File: config.mk
export PLATFORM = sky130hd
export DESIGN_NAME = vluint_decoder
export DESIGN_NICKNAME = d
export VERILOG_FILES = /design/src/rtl/vluint_decoder.sv
export SDC_FILE = /design/constraint.sdc
export NUM_CORES = 1
export LEC_CHECK = 0
export CORE_UTILIZATION = 45
export CTS_CLUSTER_DIAMETER = 40
export DETAILED_ROUTE_END_ITERATION = 8
export PLACE_DENSITY = 0.69
export SYNTH_ARGS = -nofsm -noshare
export SYNTH_HDL_FRONTEND = slang
export SYNTH_SLANG_ARGS = --single-unit
File: constraint.sdc
create_clock -name clk_i -period 4.1 [get_ports clk_i]
set_clock_uncertainty 0.05 [all_clocks]
set_input_delay 0.615 -clock clk_i [delete_from_list [all_inputs] [get_ports clk_i]]
set_output_delay 0.615 -clock clk_i [all_outputs]
set_load 0.02 [all_outputs]
File: src/rtl/vluint_decoder.sv
// vluint_decoder -- LEB128 / SLEB128 variable-length integer decoder.
//
// Fetches encoded bytes one at a time over a request/ack port. Each byte
// contributes its 7-bit group LSB-first to an accumulator. When the
// terminating byte arrives (bit 7 clear) or the byte limit is reached, the
// decoded value and the address following the last consumed byte are
// presented with a one-cycle rd_o pulse.
//
// Optional feature macro: VLUINT_ZIGZAG_EN
//   Adds input zz_i, latched with beg_i. When zz_i=1 the result is
//   zigzag-decoded ((acc>>1) ^ -(acc&1)) and SIGNED_MODE extension is skipped.
//
// Ports:
//   clk_i       clock, all logic on rising edge
//   reset_i     asynchronous active-low reset
//   beg_i       start request (accepted in IDLE, including the rd_o cycle)
//   addr_i      address of first encoded byte, latched with beg_i
//   zz_i        zigzag select (only with VLUINT_ZIGZAG_EN)
//   mem_addr_o  byte address to fetch
//   mem_rd_o    one-cycle fetch strobe
//   mem_ack_i   mem_data_i valid for the outstanding fetch
//   mem_data_i  fetched byte
//   rd_o        one-cycle result-valid pulse
//   data_o      decoded value, held
//   addr_out_o  address after last consumed byte, held
//   err_o       overflow / over-length flag, valid with rd_o
//   busy_o      high from beg acceptance until the edge that raises rd_o
module vluint_decoder #(
  parameter int ADDR_WIDTH  = 16,
  parameter int DATA_WIDTH  = 32,
  parameter int MAX_BYTES   = (DATA_WIDTH + 6) / 7,
  parameter int SIGNED_MODE = 0
) (
  input  logic                  clk_i,
  input  logic                  reset_i,
  input  logic                  beg_i,
  input  logic [ADDR_WIDTH-1:0] addr_i,
`ifdef VLUINT_ZIGZAG_EN
  input  logic                  zz_i,
`endif
  output logic [ADDR_WIDTH-1:0] mem_addr_o,
  output logic                  mem_rd_o,
  input  logic                  mem_ack_i,
  input  logic [7:0]            mem_data_i,
  output logic                  rd_o,
  output logic [DATA_WIDTH-1:0] data_o,
  output logic [ADDR_WIDTH-1:0] addr_out_o,
  output logic                  err_o,
  output logic                  busy_o
);

  // Wide enough that a 7-bit group at the largest shift never falls off,
  // so every bit landing above DATA_WIDTH is visible to the overflow check.
  localparam int WIDE_W  = DATA_WIDTH + 7 * MAX_BYTES;
  localparam int SHIFT_W = $clog2(WIDE_W + 1);
  localparam int CNT_W   = $clog2(MAX_BYTES + 1);

  typedef enum logic {
    S_IDLE,
    S_WAIT
  } state_e;

  state_e                  state_q;
  logic [ADDR_WIDTH-1:0]   ptr_q;
  logic [DATA_WIDTH-1:0]   acc_q;
  logic [SHIFT_W-1:0]      shift_q;
  logic [CNT_W-1:0]        count_q;
  logic                    err_q;
  logic [ADDR_WIDTH-1:0]   mem_addr_q;
  logic                    mem_rd_q;
  logic                    rd_q;
  logic [DATA_WIDTH-1:0]   data_q;
  logic [ADDR_WIDTH-1:0]   addr_out_q;
  logic                    busy_q;
`ifdef VLUINT_ZIGZAG_EN
  logic                    zz_q;
`endif

  logic [WIDE_W-1:0]       grp_wide;
  logic [DATA_WIDTH-1:0]   acc_d;
  logic [SHIFT_W-1:0]      shift_d;
  logic [CNT_W-1:0]        count_d;
  logic [ADDR_WIDTH-1:0]   ptr_d;
  logic                    err_d;
  logic                    more_d;
  logic [DATA_WIDTH-1:0]   ext_mask;
  logic [DATA_WIDTH-1:0]   result_d;

  always_comb begin
    grp_wide = WIDE_W'(mem_data_i[6:0]) << shift_q;
    acc_d    = acc_q | grp_wide[DATA_WIDTH-1:0];
    shift_d  = shift_q + SHIFT_W'(7);
    count_d  = count_q + CNT_W'(1);
    ptr_d    = ptr_q + ADDR_WIDTH'(1);
    // Continue only while the limit has room; a continuation byte at the
    // limit ends the decode with err set.
    more_d   = mem_data_i[7] && (count_d < CNT_W'(MAX_BYTES));
    err_d    = err_q | (|grp_wide[WIDE_W-1:DATA_WIDTH]) | (mem_data_i[7] & ~more_d);
    ext_mask = {DATA_WIDTH{1'b1}} << shift_d;
  end

  always_comb begin
    result_d = acc_d;
`ifdef VLUINT_ZIGZAG_EN
    if (zz_q) begin
      result_d = {1'b0, acc_d[DATA_WIDTH-1:1]} ^ {DATA_WIDTH{acc_d[0]}};
    end else
`endif
    if ((SIGNED_MODE != 0) && mem_data_i[6] && (int'(shift_d) < DATA_WIDTH)) begin
      result_d = acc_d | ext_mask;
    end
  end

  always_ff @(posedge clk_i or negedge reset_i) begin
    if (!reset_i) begin
      state_q    <= S_IDLE;
      ptr_q      <= '0;
      acc_q      <= '0;
      shift_q    <= '0;
      count_q    <= '0;
      err_q      <= 1'b0;
      mem_addr_q <= '0;
      mem_rd_q   <= 1'b0;
      rd_q       <= 1'b0;
      data_q     <= '0;
      addr_out_q <= '0;
      busy_q     <= 1'b0;
`ifdef VLUINT_ZIGZAG_EN
      zz_q       <= 1'b0;
`endif
    end else begin
      rd_q     <= 1'b0;
      mem_rd_q <= 1'b0;
      case (state_q)
        S_IDLE: begin
          // mem_ack_i is deliberately ignored here (late acks after reset).
          if (beg_i) begin
            ptr_q      <= addr_i;
            acc_q      <= '0;
            shift_q    <= '0;
            count_q    <= '0;
            err_q      <= 1'b0;
            mem_addr_q <= addr_i;
            mem_rd_q   <= 1'b1;
            busy_q     <= 1'b1;
`ifdef VLUINT_ZIGZAG_EN
            zz_q       <= zz_i;
`endif
            state_q    <= S_WAIT;
          end
        end
        S_WAIT: begin
          if (mem_ack_i) begin
            acc_q   <= acc_d;
            shift_q <= shift_d;
            count_q <= count_d;
            ptr_q   <= ptr_d;
            err_q   <= err_d;
            if (more_d) begin
              mem_addr_q <= ptr_d;
              mem_rd_q   <= 1'b1;
            end else begin
              data_q     <= result_d;
              addr_out_q <= ptr_d;
              rd_q       <= 1'b1;
              busy_q     <= 1'b0;
              state_q    <= S_IDLE;
            end
          end
        end
        default: state_q <= S_IDLE;
      endcase
    end
  end

  assign mem_addr_o = mem_addr_q;
  assign mem_rd_o   = mem_rd_q;
  assign rd_o       = rd_q;
  assign data_o     = data_q;
  assign addr_out_o = addr_out_q;
  assign err_o      = err_q;
  assign busy_o     = busy_q;

endmodule
==> impl_metrics.sql <==
INSERT INTO impl_metrics (metric_group, metric, value, unit) VALUES
('placement', 'gp_congestion', '0.858', ''),
('layout', 'flow.area_growth_from_synthesis', '25.5', '%'),
('timing', 'timing.final.hold_violations', '0', ''),
('synthesis', 'most_frequent_cells_after_synthesis', 'dfrtp_1 (127), nand2_1 (100), o21ai_0 (81)', ''),
('layout', 'final_nets', '774', ''),
('floorplan', 'fp.dieH', '119', 'µm'),
('clocking', 'cts_repair_resize_count', '0', ''),
('global_route', 'overflow', '0', ''),
('power_and_ir_drop', 'power_leakage', '3.32', 'nW'),
('global_route', 'grt_start_max_net_pins', '84', ''),
('layout', 'final.fill_count', '1189', ''),
('floorplan', 'core-area', '13300', 'µm²'),
('clocking', 'htreeDepth', '4', ''),
('synthesis', 'count_of_state_elements_after_synthesis', '127', ''),
('synthesis', 'synth.top_cells.by_area', 'dfrtp_1 (52%), o21ai_0 (6.6%), nand2_1 (6.1%), a21oi_1 (5.5%), nor2_1 (3.7%)', ''),
('synthesis', 'mappedNetlistArea', '6160', 'µm²'),
('layout', 'layout.core_utilization', '58.2', '%'),
('synthesis', 'syn-mean-instance-area', '9.27', 'µm²'),
('setup_path', 'timing.critical_path.buf_inv', '1', ''),
('placement', 'dpl.hpwl', '11100', 'µm'),
('power_and_ir_drop', 'power-per-cell-area', '880', 'nW/µm²'),
('global_route', 'grt_pass1_wl', '26900', 'µm'),
('run', 'cap_violations', '0', ''),
('synthesis', 'synth_edf_count', '0', ''),
('drt', 'antenna_left', '0', ''),
('layout', 'final_layout_size_suffix_gt1_share', '7.97', '%'),
('clocking', 'clkSlewWorstSetupHoldPaths', '0.05', 'ns'),
('setup_path', 'regToRegEndpoint', 'err_o', ''),
('setup_path', 'critical_path.slowest_cell', 'dfrtp_1', ''),
('setup_path', 'critPathCaptureType', 'flip-flop', ''),
('setup_path', 'worstPathCellList', 'clkinv_1, mux2i_1, mux2i_1, nor4_1, and4_1, a211oi_1', ''),
('setup_path', 'crit_path_start', 'shift_q[0]', ''),
('setup_path', 'setup.worst_path.end', 'err_o', ''),
('drt', 'post_drt_via_cell_ratio', '5.64', ''),
('timing', 'setup_viol', '0', ''),
('floorplan', 'die-area', '14200', 'µm²'),
('drt', 'detail_route.wl_per_cell', '17.1', 'µm'),
('setup_path', 'rrSetupSlack', '1.16', 'ns'),
('setup_path', 'worst_path_most_repeated_cell', 'mux2i_1', ''),
('drt', 'post-route-drc-count', '0', ''),
('timing', 'layout_worst_path_cycle_share', '71.6', '%'),
('layout', 'ant_diodes', '0', ''),
('clocking', 'sink_count', '127', ''),
('setup_path', 'cp.required', '4.38', 'ns'),
('placement', 'port_buffers', '95', ''),
('drt', 'dr_total_vias', '5244', ''),
('synthesis', 'synthesis.nets', '696', ''),
('synthesis', 'synthDominantCellAreaShare', '51.6', '%'),
('synthesis', 'synthesis.yosys.warnings', '0', ''),
('clocking', 'holdBufCountCts', '0', ''),
('timing', 'worst-slew-pin-transition', '1.07', 'ns'),
('synthesis', 'synth-main-ff-cell', 'dfrtp_1', ''),
('setup_path', 'cp_num_cells', '6', ''),
('drt', 'routed_wirelength', '15900', 'µm'),
('setup_path', 'critical_path_arrival', '3.22', 'ns'),
('timing', 'clock.fmax', '341', 'MHz'),
('synthesis', 'async_reset_ff_share', '100', '%'),
('timing', 'grt_setup_unrepaired', 'false', ''),
('clocking', 'max-clock-path-buffers', '2', ''),
('global_route', 'global_route_total_usage_across_every_layer', '24.3', '%'),
('timing', 'timing.max_slew.rel_slack', '28.8', '%'),
('clocking', 'cts_tree', 'done', ''),
('setup_path', 'worstSetupStartpointType', 'flip-flop', ''),
('setup_path', 'crit_type', 'reg2reg', ''),
('run_status', 'run_status', 'completed', ''),
('clocking', 'clockRootBuffer', 'clkbuf_16', ''),
('floorplan', 'floorplan.die.width', '119', 'µm'),
('setup_path', 'cp_slowest_stage_delay', '0.93', 'ns'),
('setup_path', 'timing.critical_path.max_delay_family', 'flip-flops', ''),
('synthesis', 'most_common_cell_in_the_netlist', 'dfrtp_1', ''),
('floorplan', 'count_of_boundary_i_o_pins', '96', '');
-- power by group --
part	internal (W)	switching, W
clock network	0.000833	0.000544
logic	0.00130	0.00178
registers	0.00180	0.000550
total	0.00393	0.00287
-- cells in the final DEF (no fill, tap or decap), types with 6 or more instances in the layout --
cell type,n
mux2i_1,7
a211oi_1,7
o21ai_0,81
nand2_1,99
clkbuf_16,17
nand3_1,6
inv_1,10
and2_1,7
dfrtp_1,127
a22o_1,11
mux2_2,10
xnor2_1,8
clkdlybuf4s50_1,94
nor2b_1,8
xor2_1,9
buf_4,9
nor2_1,60
o22ai_1,6
a31oi_1,14
a21o_1,9
a21oi_1,68
nor3_1,8
-- cell type report --
class                      instances  area (µm²)  share of cell area [%]
clock buffer                      18         439                    5.68
clock inverter                    11        95.1                    1.23
inverter                          11        41.3                   0.534
multi-input combinational        483        2750                    35.6
sequential                       127        3180                    41.1
tap                              176         220                    2.85
timing repair buffer             103        1010                    13.0
-- metal layers --
| layer | track usage, % | wire length [µm] | vias up | share of wire (%) |
|---|---|---|---|---|
| li1 | - | - | 2500 | - |
| met1 | 32.9 | 7290 | 2556 | 46 |
| met2 | 38.2 | 7580 | 164 | 48 |
| met3 | 5.51 | 773 | 24 | 4.9 |
| met4 | 8.62 | 280 | 0 | 1.8 |
| met5 | 0 | 0 | - | 0 |
-- cells by family (layout without fill, tap and decap cells) --
group	Yosys count	count (layout)	synth area share, %
fa+ha+maj	3	3	0.609
flops	127	127	51.6
compound gates	227	227	22.0
mux	20	20	3.70
simple gates	216	216	15.9
buf+inv	55	143	3.84
xor+xnor	17	17	2.42
-- per-stage QoR --
stage	instance area (µm²)	total power, W	worst slack, ns
finish	7730	0.00681	1.16
global route	7730	0.00729	0.917
CTS	7730	0.00683	1.18
detailed placement	7200	0.00542	1.10
global placement	7200	0.00535	1.14
floorplan	6160	0.00424	1.98
-- registers in the layout (all words and copies together), names as in the netlist, 3 cells and up --
register    count
shift_q         7
ptr_q          16
addr_out_o     16
count_q         3
data_o         32
mem_addr_o     16
acc_q          32
-- how the worst min path moves through the flow --
stage / depth (start not counted) / slack, ns / start / end
after floorplan: 0 / 0.27 / reset_i / acc_q[0]
after global routing: 1 / 0.42 / reset_i / data_o[5]
after global placement: 2 / 0.41 / data_o[18] / data_o[18]
final: 1 / 0.31 / reset_i / data_o[3]
after detailed placement: 2 / 0.42 / busy_o / busy_o
after CTS: 1 / 0.38 / reset_i / addr_out_o[7]
Note: power is estimated with default switching activity, not from simulation.
